**src/rtl/hyperbus_rx_packer_pkg.sv**
```systemverilog
// Shared types for the HyperBus RX packer and the AXI front-end:
// packer FSM states, RX word and command structs, AXI response codes.
package hyperbus_rx_packer_pkg;

  localparam logic [1:0] RESP_OKAY   = 2'b00;
  localparam logic [1:0] RESP_SLVERR = 2'b10;

  typedef enum logic [1:0] {
    ST_IDLE  = 2'd0,
    ST_PACK  = 2'd1,
    ST_FLUSH = 2'd2,
    ST_DRAIN = 2'd3
  } state_t;

  typedef struct packed {
    logic        last;
    logic        error;
    logic [15:0] data;
  } rx_word_t;

  typedef struct packed {
    logic [7:0] len;
  } cmd_t;

endpackage

```
**src/rtl/hyperbus_rx_packer.sv**
```systemverilog
// Packs the 16-bit HyperBus read stream into AXI R beats, with short/long stream recovery.
// Optional macro HYPERBUS_RX_PACKER_BYTE_SWAP_EN byte-swaps every word before packing.
module hyperbus_rx_packer
  import hyperbus_rx_packer_pkg::*;
#(
  parameter int AXI_DW = 64,
  parameter int AXI_IW = 10,
  localparam int WPB = AXI_DW / 16,
  localparam int LW  = $clog2(WPB)
) (
  input  logic              clk_i,
  input  logic              rst_i,
  input  logic              cmd_valid_i,
  output logic              cmd_ready_o,
  input  logic [LW-1:0]     cmd_offset_i,
  input  logic [7:0]        cmd_len_i,
  input  logic [AXI_IW-1:0] cmd_id_i,
  input  logic              rx_valid_i,
  output logic              rx_ready_o,
  input  logic [15:0]       rx_data_i,
  input  logic              rx_last_i,
  input  logic              rx_error_i,
  output logic              r_valid_o,
  input  logic              r_ready_i,
  output logic [AXI_DW-1:0] r_data_o,
  output logic [1:0]        r_resp_o,
  output logic              r_last_o,
  output logic [AXI_IW-1:0] r_id_o,
  output state_t            dbg_state_o
);

  localparam logic [LW-1:0] LAST_LANE = LW'(WPB - 1);

  state_t              state_q, state_d;
  cmd_t                cmd_q;
  logic [AXI_IW-1:0]   id_q;
  logic [LW-1:0]       lane;
  logic [8:0]          beat;
  logic                err;
  logic                last_seen;
  logic [AXI_DW-1:0]   pack_data;
  logic [AXI_DW-1:0]   merged;
  rx_word_t            rx_w;

  logic out_free, completing, is_final, beat_left;
  logic pack_acc, load_beat, load_zero;

`ifdef HYPERBUS_RX_PACKER_BYTE_SWAP_EN
  assign rx_w = '{last: rx_last_i, error: rx_error_i, data: {rx_data_i[7:0], rx_data_i[15:8]}};
`else
  assign rx_w = '{last: rx_last_i, error: rx_error_i, data: rx_data_i};
`endif

  assign out_free   = !r_valid_o || r_ready_i;
  assign completing = (lane == LAST_LANE) || rx_w.last;
  assign is_final   = (beat == {1'b0, cmd_q.len});
  assign beat_left  = (beat <= {1'b0, cmd_q.len});
  assign r_id_o      = id_q;
  assign dbg_state_o = state_q;

  always_comb begin
    merged = pack_data;
    merged[{lane, 4'b0000} +: 16] = rx_w.data;
  end

  always_ff @(posedge clk_i or posedge rst_i) begin
    if (rst_i) state_q <= ST_IDLE;
    else       state_q <= state_d;
  end

  // Handshake: a transfer happens on a rising edge where valid && ready; valid never waits on ready.
  always_comb begin
    state_d     = state_q;
    cmd_ready_o = 1'b0;
    rx_ready_o  = 1'b0;
    pack_acc    = 1'b0;
    load_beat   = 1'b0;
    load_zero   = 1'b0;
    case (state_q)
      ST_IDLE: begin
        cmd_ready_o = !r_valid_o;
        if (cmd_valid_i && !r_valid_o) state_d = ST_PACK;
      end
      ST_PACK: begin
        // Only the word that completes a beat can stall, and only when the output reg is busy.
        rx_ready_o = !completing || out_free;
        if (rx_valid_i && rx_ready_o) begin
          pack_acc = 1'b1;
          if (completing) begin
            load_beat = 1'b1;
            if (is_final)       state_d = rx_w.last ? ST_IDLE : ST_DRAIN;
            else if (rx_w.last) state_d = ST_FLUSH;
          end
        end
      end
      ST_FLUSH: begin
        load_zero = out_free && beat_left;
        if (r_valid_o && r_last_o && r_ready_i) state_d = ST_IDLE;
      end
      ST_DRAIN: begin
        rx_ready_o = 1'b1;
        if ((last_seen || (rx_valid_i && rx_w.last)) && out_free) state_d = ST_IDLE;
      end
      default: state_d = ST_IDLE;
    endcase
  end

  always_ff @(posedge clk_i or posedge rst_i) begin
    if (rst_i) begin
      cmd_q     <= '0;
      id_q      <= '0;
      lane      <= '0;
      beat      <= '0;
      err       <= 1'b0;
      last_seen <= 1'b0;
      pack_data <= '0;
      r_valid_o <= 1'b0;
      r_data_o  <= '0;
      r_resp_o  <= RESP_OKAY;
      r_last_o  <= 1'b0;
    end else begin
      if (r_valid_o && r_ready_i) r_valid_o <= 1'b0;

      if (cmd_ready_o && cmd_valid_i) begin
        cmd_q.len <= cmd_len_i;
        id_q      <= cmd_id_i;
        lane      <= cmd_offset_i;
        beat      <= '0;
        err       <= 1'b0;
        last_seen <= 1'b0;
        pack_data <= '0;
      end

      if (pack_acc) begin
        if (load_beat) begin
          r_valid_o <= 1'b1;
          r_data_o  <= merged;
          // A final beat completed without rx_last means the stream overran the command.
          r_resp_o  <= (err || rx_w.error || (is_final && !rx_w.last)) ? RESP_SLVERR : RESP_OKAY;
          r_last_o  <= is_final;
          lane      <= '0;
          beat      <= beat + 9'd1;
          err       <= 1'b0;
          pack_data <= '0;
        end else begin
          pack_data <= merged;
          lane      <= lane + LW'(1);
          err       <= err | rx_w.error;
        end
      end

      if (load_zero) begin
        r_valid_o <= 1'b1;
        r_data_o  <= '0;
        r_resp_o  <= RESP_SLVERR;
        r_last_o  <= is_final;
        beat      <= beat + 9'd1;
      end

      if (state_q == ST_DRAIN && rx_valid_i && rx_w.last) last_seen <= 1'b1;
    end
  end

endmodule

```
**config.mk**
```make
export PLATFORM = sky130hd
export DESIGN_NAME = hyperbus_rx_packer
export DESIGN_NICKNAME = d
export VERILOG_FILES = /design/src/rtl/hyperbus_rx_packer_pkg.sv /design/src/rtl/hyperbus_rx_packer.sv
export SDC_FILE = /design/constraint.sdc
export NUM_CORES = 1
export LEC_CHECK = 0
export CAP_MARGIN = 10
export CORE_UTILIZATION = 61
export CTS_CLUSTER_DIAMETER = 120
export CTS_CLUSTER_SIZE = 25
export DETAILED_ROUTE_END_ITERATION = 8
export DONT_BUFFER_PORTS = 1
export PLACE_DENSITY = 0.77
export SYNTH_ARGS = -nofsm -noshare
export SYNTH_HDL_FRONTEND = slang
export SYNTH_SLANG_ARGS = --single-unit
export TNS_END_PERCENT = 50
```
**constraint.sdc**
```tcl
create_clock -name clk_i -period 10.45 [get_ports clk_i]
set_input_delay 0 -clock clk_i [delete_from_list [all_inputs] [get_ports clk_i]]
set_output_delay 0 -clock clk_i [all_outputs]
set_load 0.01 [all_outputs]
```
==> impl_results.md, run 1 <==
- Outcome: completed
- CTS tree: built
- WL/cell: between 15 and 20 um
- Finished Layout Cells: roughly 980
- Critical path's top delay family: simple AND/OR/NAND/NOR gates
- Clk_skew: ~0.0064 ns
- Main area contributors after synthesis: dfrtp_1, nand2_1, nor2b_1
- Most frequent cells after synthesis: dfrtp_1, nand2_1, nor2_1
- Die Area: approximately 13000 sq um
- Setup TNS: 0 ns
- Mapped Area: 7690 sq um
- Met2 GRT Util: 0.451
- Top_reg_cell synth: dfrtp_1
- Max VDD drop: ~0.16 mV
- Hold slack: 0.177 ns
- CP Launch Type: flip-flop
- Final Slew Violations: 0
- WS Path Type: flip-flop to flip-flop
- Clock-pin slew on the worst setup and hold paths: approximately 0.06 ns
- Power Internal: 1400 uW
- Slew margin rel.: 0.238
- HP Class: input pin to async pin
- FF+latch count, synth: 164
- Pwr per Cell Area: between 200 and 300 nW/um^2
- Arr. time, crit path: 3.63 ns
- Placed insts: ~900
- Combinational fraction of design power: 0.303
- WL final: 18600 um
- GR Layer Usage met3: 0.0821
- Mean post-synth cell area: about 9.9 sq um
- Pre-CTS setup slack: between 7 and 8 ns
- Worst path cell trace: nand4b_1, nor2_4, buf_4, nor2_1, a211oi_2
- YS warnings: 0
- Top-area cell type share of the netlist area: 0.533
- Worst-Margin Slew: ~1.1 ns
- All-Layer GR Usage: 0.298
- Fin crit period: ~3.3 ns
- CTS Buf Count: 17
- Max Buffers Root-to-Sink: 2
- Worst path depth: 5
- Final hold violations: 0
- Clk_lat worst skew: 0.42 ns
- Number of global-route vias before repair: approximately 5700
- Syn-to-layout area delta: 13.5%
- Starting density of the core: 0.633
- Final Util: 0.718
- Residual DRC: 0
- Routed Antenna Nets: 0
- Post-synth net total: 836
- Worst EP required: roughly 11 ns
- Post-CTS Resized: 0
- MaxCap Viol Count: 0
- CTS HTree Levels: 4
- Worst reg-to-reg path cell count: 5
- RePlAce Congestion: 0.936
- Clock sinks: 164
- Share of cells above drive strength 1: 0.113
- Clk root buf: clkbuf_16
- Fmax: just over 300 MHz
- Core Area: 12200 sq um
- DRT iter0 DRCs: roughly 520
- # nets final: between 800 and 900
- Die X: between 100 and 150 um
- Sw Share: 0.390
- Sequential power share: 0.442
- Largest net degree at the start of global routing: slightly above 90
- Final Cycle Share: 0.316
- Routed vias: slightly below 6000
- Area leader, netlist: dfrtp_1
- Post-synth EDFFs: 0
- Crit-path max FO: 90
- Syn Inst Count: ~780
- Setup slack after layout: a little over 7 ns
- Capture point of the worst reg-to-reg path: r_data_o[56]
- DRT Pass-1 Iters: 7
- Row count: 40
- Hpwl dp: 11400 um
- Seq/Total Area, Yosys: 0.533
- Clock power frac: 0.255
- Leakage power: between 0.003 and 0.004 uW
- Psw: ~900 uW
- CP bufs+invs: 1
- Final setup vio count: 0
- Post-CTS Setup Bufs: 0
- Grt met1 use: 0.403
- Crit. End Element: flip-flop
- Count leader, synth: dfrtp_1
- Reg-to-reg slack, setup: 7.14 ns
- GRT overflow: 0
- Global-route wire length before repair: 29600 um
- IO buf count: 0
- Avg Vias per Cell: approximately 6.0
- # IOs: ~130
- Initial antenna violation count: 4
- Die H: 114 um
- Max incr delay on CP: 0.92 ns
- Highest-delay cell along the critical path: nor2_4
- RSZ-0062 raised after global routing: false
- FFs w/ async S/R, synth: 1.00
- Busiest grt layer: met2
- Fill count: 891
- Worst r2r src: dbg_state_o[1]
- Netlist cell types: 52
metrics by stage:
| stage | total power [uW] | area, sq um |
|---|---|---|
| 6_report | 2290 | 8730 |
| 3_5_place_dp | 1680 | 7700 |
| 3_3_place_gp | 1640 | 7700 |
| 4_1_cts | 2290 | 8700 |
| 2_1_floorplan | 1530 | 7690 |
| 5_1_grt | 2420 | 8730 |
flip-flops by register name, summed over array words and instances, names as in the netlist:
name and flops:
pack_data 64, beat 9, last_seen 1, lane 2
dbg_state_o 2, r_resp_o 1, r_id_o 10, r_last_o 1
err 1, cmd_q 8, r_valid_o 1, r_data_o 64
worst max path at each step:
stage / from / end / slack, ns
3_5_place_dp: dbg_state_o[1] / beat[0] / 7.22
5_1_grt: r_valid_o / r_data_o[34] / 6.89
2_1_floorplan: rst_i / beat[0] / 6.02
3_3_place_gp: dbg_state_o[1] / beat[0] / 7.33
6_report: dbg_state_o[1] / r_data_o[56] / 7.14
4_1_cts: dbg_state_o[1] / beat[0] / 7.21
power groups by stage:
stage / clock (uW) / sequential (uW) / combinational (uW)
after global routing: 611 / 1030 / 772
final: 584 / 1010 / 694
after CTS: 590 / 1010 / 689
after floorplan: 0 / 969 / 564
after detailed placement: 0 / 1020 / 661
after global placement: 0 / 1010 / 628
area by class of cell:
cell class | instances | area, sq um | area share
antenna | 3 | 7.51 | 0.000860
clock buffer | 25 | 515 | 0.0590
clock inverter | 7 | 46.3 | 0.00530
inverter | 14 | 57.6 | 0.00659
multi-input combinational | 547 | 3280 | 0.376
sequential | 164 | 4100 | 0.470
tap | 168 | 210 | 0.0241
timing repair buffer | 51 | 513 | 0.0587
worst register-to-register path: stages, from the launching register on:
cell,delay [ns]
dfrtp_1,0.56
nand4b_1,0.37
nor2_4,0.92
buf_4,0.90
nor2_1,0.20
a211oi_2,0.25
layer usage:
layer  part of all wire  wire length [um]
met1               0.42              7910
met2               0.47              8690
met3              0.080              1490
met4              0.029               543
met5            0.00064                12
placed cells by master, fill, tap and decap left out, types with 4 or more instances in the layout:
master,synthesis,routed
inv_1,13,12
a21oi_1,68,68
clkbuf_16,0,17
dlygate4sd3_1,0,44
nand3_1,6,6
o21ai_0,70,70
clkbuf_8,0,6
a211oi_1,34,34
nor3_1,4,4
dfrtp_1,164,164
nor2_1,71,71
nor2b_1,64,64
a211oi_2,30,30
a31oi_1,4,4
a22oi_1,4,4
ha_1,15,15
a21o_1,5,5
o21ai_1,8,8
nand2_1,116,115
buf_4,4,6
nand2b_1,4,4
cells by family after synthesis:
group	count (synthesis)	share of synthesized area
and+or+nand+nor	292	0.186
AOI/OAI and AO/OA	233	0.203
other	1	0.000487
buffers and inverters	67	0.0446
adders and majority gates	15	0.0244
muxes	6	0.00829
DFF	164	0.533
timing repair:
| action | 4_1_cts | 5_1_grt |
|---|---|---|
| hold buffers | 44 | 0 |
| hold endpoints to repair | 229 | 0 |
| setup endpoints to repair | 0 | 0 |
No activity file was read; power rests on OpenSTA's default activity.
==> inputs of run 2 (changes only) <==
--- a/config.mk
+++ b/config.mk
@@ -6,12 +6,12 @@
 export NUM_CORES = 1
 export LEC_CHECK = 0
 export CAP_MARGIN = 10
-export CORE_UTILIZATION = 61
+export CORE_UTILIZATION = 57
 export CTS_CLUSTER_DIAMETER = 120
 export CTS_CLUSTER_SIZE = 25
 export DETAILED_ROUTE_END_ITERATION = 8
 export DONT_BUFFER_PORTS = 1
-export PLACE_DENSITY = 0.77
+export PLACE_DENSITY = 0.75
 export SYNTH_ARGS = -nofsm -noshare
 export SYNTH_HDL_FRONTEND = slang
 export SYNTH_SLANG_ARGS = --single-unit
==> constraint.sdc (replaced) <==
create_clock -name clk_i -period 3 [get_ports clk_i]
set_input_delay 0 -clock clk_i [delete_from_list [all_inputs] [get_ports clk_i]]
set_output_delay 0 -clock clk_i [all_outputs]
set_load 0.01 [all_outputs]
==> impl_results.md, run 2 (synthesis gave the netlist of run 1 again) <==
- Clock power frac: 0.268
- CP Launch Type: flip-flop
- Final hold violations: 0
- Routed Antenna Nets: 0
- Most common cell after layout, fill and taps aside: dfrtp_1
- IO buf count: 0
- Combinational fraction of design power: 0.303
- RSZ-0062 raised after global routing: false
- Global-route wire length before repair: between 30000 and 40000 um
- Residual DRC: 0
- WL/cell: between 15 and 20 um
- Final Slew Violations: 0
- Crit-path max FO: 7
- Sw Share: 0.389
- Clk_skew: 0.0108 ns
- Setup slack after layout: 0.335 ns
- Row count: between 40 and 50
- Worst-Margin Slew: around 0.95 ns
- Clock sinks: 164
- DRT iter0 DRCs: 520
- WS Path Type: flip-flop to flip-flop
- Initial antenna violation count: 2
- Hold depth: 5
- Psw: around 3200 uW
- Power Internal: 5010 uW
- RePlAce Congestion: roughly 0.86
- Sequential power share: 0.429
- # IOs: between 100 and 150
- All-Layer GR Usage: 0.291
- Fmax: about 380 MHz
- Leakage power: about 0.0038 uW
- WL met1: around 8200 um
- Top routing layer used: met4
- Post-CTS Setup Bufs: 0
- HP Class: input pin to flip-flop
- Worst EP required: ~3.3 ns
- # nets final: approximately 860
- Clk_lat worst skew: around 0.43 ns
- Starting density of the core: 0.583
- Core Area: approximately 13000 sq um
- Crit. End Element: flip-flop
- Worst reg-to-reg path cell count: 6
- Number of global-route vias before repair: slightly below 6000
- Final setup vio count: 0
- Setup TNS: 0 ns
- Max Buffers Root-to-Sink: 2
- Die H: 118 um
- Clk root buf: clkbuf_16
- Die X: between 100 and 150 um
- DRT Pass-1 Iters: 5
- GRT overflow: 0
- Hold slack: roughly 0.19 ns
- Hpwl dp: roughly 12000 um
- CTS Buf Count: 17
- Arr. time, crit path: just under 3 ns
- Clock-pin slew on the worst setup and hold paths: 0.06 ns
- Pwr per Cell Area: 929 nW/um^2
- Most frequent cells in the layout: dfrtp_1, nand2_1, nor2_1
- Routed met3 length: about 1200 um
- Outcome: completed
- Pre-CTS setup slack: approximately 0.55 ns
- MaxCap Viol Count: 0
- Metal2 WL: around 9500 um
- Slew margin rel.: 0.365
- Post-CTS Resized: 0
- CTS HTree Levels: 4
- Avg Vias per Cell: 5.96
- Largest net degree at the start of global routing: roughly 170
- Routed vias: between 5000 and 6000
- Share of cells above drive strength 1: 0.120
- Final Util: 0.669
- Final Cycle Share: 0.888
- Syn-to-layout area delta: 14.7%
- CTS tree: built
- Max VDD drop: 0.550 mV
- Die Area: between 10000 and 15000 sq um
- WL final: ~19000 um
- Hold buffer count at cts: between 40 and 50
- Fin crit period: 2.67 ns
[run 2: cell count changes in the layout (fill, tap and decap cells not counted)]
| cell | previous run | this run |
|---|---|---|
| buf_12 | 0 | 2 |
| buf_16 | 1 | 0 |
| buf_4 | 6 | 13 |
| bufinv_16 | 0 | 3 |
| clkbuf_8 | 6 | 0 |
| clkinv_2 | 3 | 6 |
| clkinv_4 | 1 | 2 |
| clkinvlp_4 | 3 | 1 |
| diode_2 | 3 | 2 |
| inv_6 | 1 | 2 |
| nand2_1 | 115 | 116 |
| nand2_2 | 1 | 0 |
[run 2: critical path, stage by stage (launching register included)]
cell and delay [ns]:
dfrtp_1 0.46, nand2b_1 0.27, nand4b_1 0.26, or2_1 0.39
a2111oi_0 0.47, dlygate4sd3_1 0.62, o21ai_1 0.06
[run 2: per-layer routing]
| layer | global-route usage | vias up |
|---|---|---|
| li1 | - | 2725 |
| met1 | 0.381 | 2972 |
| met5 | 0 | - |
| met2 | 0.466 | 188 |
| met3 | 0.0729 | 35 |
| met4 | 0.113 | 0 |
[run 2: power by group through the flow]
| stage | Sequential [uW] | Clock, uW | Combinational [uW] |
|---|---|---|---|
| after floorplan | 3380 | 0 | 1960 |
| after global placement | 3530 | 0 | 2260 |
| after detailed placement | 3550 | 0 | 2380 |
| after CTS | 3520 | 2210 | 2470 |
| after global routing | 3580 | 2310 | 2750 |
| final | 3520 | 2200 | 2480 |
[run 2: stage by stage]
stage | instance area, sq um | cells | power, uW
2_1_floorplan | 7700 | 778 | 5340
3_3_place_gp | 7790 | 916 | 5790
3_5_place_dp | 7790 | 916 | 5940
4_1_cts | 8820 | 992 | 8200
5_1_grt | 8830 | 993 | 8640
6_report | 8830 | 994 | 8200
[run 2: path summary, 6_finish.rpt]
check	endpoint	start	slack, ns
min	cmd_q[0]	cmd_valid_i	0.19
min in group asynchronous	cmd_q[3]	rst_i	0.25
max in group asynchronous	r_id_o[9]	rst_i	1.98
max	r_resp_o[1]	r_valid_o	0.33
max reg2reg	r_resp_o[1]	r_valid_o	0.33
min reg2reg	pack_data[19]	pack_data[19]	0.47
[run 2: layout make-up]
class / count / area (sq um)
antenna: 2 / 5.00
clock buffer: 19 / 433
clock inverter: 13 / 155
fill: 988 / 4360
inverter: 14 / 56.3
multi-input combinational: 547 / 3280
sequential: 164 / 4100
tap: 176 / 220
timing repair buffer: 59 / 578
==> inputs of run 3 (changes only) <==
--- a/config.mk
+++ b/config.mk
@@ -12,6 +12,7 @@
 export DETAILED_ROUTE_END_ITERATION = 8
 export DONT_BUFFER_PORTS = 1
 export PLACE_DENSITY = 0.75
+export RECOVER_POWER = 100
 export SYNTH_ARGS = -nofsm -noshare
 export SYNTH_HDL_FRONTEND = slang
 export SYNTH_SLANG_ARGS = --single-unit
==> impl_results.md, run 3 (synthesis gave the netlist of run 1 again) <==
- DRT Pass-1 Iters: 5
- Die X: 118 um
- Residual DRC: 0
- Worst-Margin Slew: 2.21 ns
- Pwr per Cell Area: roughly 930 nW/um^2
- Arr. time, crit path: around 3.0 ns
- Worst EP required: ~3.3 ns
- Outcome: finished, violations left
- Initial antenna violation count: 2
- Slew margin rel.: -0.471
- Max Buffers Root-to-Sink: 2
- Capture point of the worst reg-to-reg path: r_resp_o[1]
- Hpwl dp: about 12000 um
- Avg Vias per Cell: ~6.0
- Clk_lat worst skew: 0.43 ns
- RSZ-0062 raised after global routing: false
- CTS tree: built
- Clock sinks: 164
- Routed vias: 5973
- Finished Layout Cells: 994
- Row count: between 40 and 50
- Number of global-route vias before repair: roughly 6000
- RePlAce Congestion: between 0.8 and 0.9
- Most frequent cells in the layout: dfrtp_1, nand2_1, o21ai_0
- Starting density of the core: 0.583
- Post-CTS Resized: 0
- Placed insts: ~900
- Setup TNS: 0 ns
- Hold buffer count at cts: 44
- IO buf count: 0
- Clk_skew: approximately 0.011 ns
- Worst path cell trace: nand2b_1, nand4b_1, or2_0, a2111oi_0, dlygate4sd3_1, o21ai_1
- CTS Buf Count: 17
- Syn-to-layout area delta: 12.8%
- Most common cell after layout, fill and taps aside: dfrtp_1
- WL/cell: slightly below 20 um
- Worst r2r src: r_valid_o
- WL final: 19400 um
- Post-CTS Setup Bufs: 0
- MaxCap Viol Count: 1
- CP Launch Type: flip-flop
- Max VDD drop: between 0.5 and 0.6 mV
- Max incr delay on CP: around 0.62 ns
- All-Layer GR Usage: 0.291
- Hold depth: 3
- Final Cycle Share: 0.893
- Largest net degree at the start of global routing: 165
- WS Path Type: flip-flop to flip-flop
- Reg-to-reg slack, setup: around 0.32 ns
- Highest-delay cell along the critical path: dlygate4sd3_1
- Worst Min Path Start: cmd_len_i[0]
- CTS HTree Levels: 4
- Routed Antenna Nets: 0
- Final hold violations: 0
- Final Slew Violations: 165
- Crit. End Element: flip-flop
- Hold path endpoint: cmd_q[0]
- # nets final: between 800 and 900
- Final setup vio count: 0
- Clock-pin slew on the worst setup and hold paths: approximately 0.060 ns
- DRT iter0 DRCs: between 400 and 500
- Worst reg-to-reg path cell count: 6
- GRT overflow: 0
- Leakage power: 0.00379 uW
- HP Class: input pin to flip-flop
- Crit-path max FO: 7
- Die Area: about 14000 sq um
- Global-route wire length before repair: 31300 um
- Share of cells above drive strength 1: 0.0919
- Fmax: approximately 370 MHz
- Core Area: around 13000 sq um
- Failing checks: capacitance limit, slew limit
- Fin crit period: around 2.7 ns
- Clk root buf: clkbuf_16
- Die H: 118 um
- # IOs: ~130
[run 3: how the worst max path moves through the flow]
| stage | from | cells after the start | end |
|---|---|---|---|
| floorplan | rst_i | 1 | beat[0] |
| global placement | beat[6] | 7 | r_data_o[63] |
| detailed placement | beat[4] | 7 | r_data_o[35] |
| CTS | beat[4] | 7 | r_data_o[35] |
| global route | lane[0] | 6 | r_data_o[2] |
| finish | r_valid_o | 6 | r_resp_o[1] |
[run 3: worst max-delay path, delay by kind of cell, from the launching register on]
family	cells	cell delay (ns)
simple gates	3	0.93
buf+inv	1	0.62
flops	1	0.46
compound gates	2	0.54
[run 3: area by class of cell]
type | count | area (sq um)
diodes | 2 | 5.00
clock buffers | 19 | 433
clock inverters | 13 | 155
fillers | 1016 | 4510
inverters | 14 | 56.3
multi-input cells | 547 | 3150
flip-flops and latches | 164 | 4100
well taps | 176 | 220
repair buffers | 59 | 554
[run 3: power breakdown]
| part | switching, uW | internal, uW | leakage (uW) |
|---|---|---|---|
| sequential | 702 | 2810 | 0.00220 |
| clock | 891 | 1310 | 0.000295 |
| combinational | 1520 | 830 | 0.00129 |
[run 3: per-stage QoR]
stage               worst slack [ns]   util  hold WS, ns  power [uW]  instance area, sq um
floorplan                      0.915      -        0.105        5340                  7700
global route                   0.149  0.658        0.233        8500                  8680
global placement               0.655  0.591        0.109        5790                  7790
CTS                            0.555  0.669        0.173        8200                  8820
finish                         0.320  0.658        0.228        8060                  8680
detailed placement             0.547  0.591        0.113        5940                  7790
[run 3: per-layer routing]
| metal | global-route usage | wire, um |
|---|---|---|
| met1 | 0.381 | 8150 |
| met2 | 0.466 | 9510 |
| met3 | 0.0729 | 1210 |
| met4 | 0.113 | 568 |
| met5 | 0 | 0 |
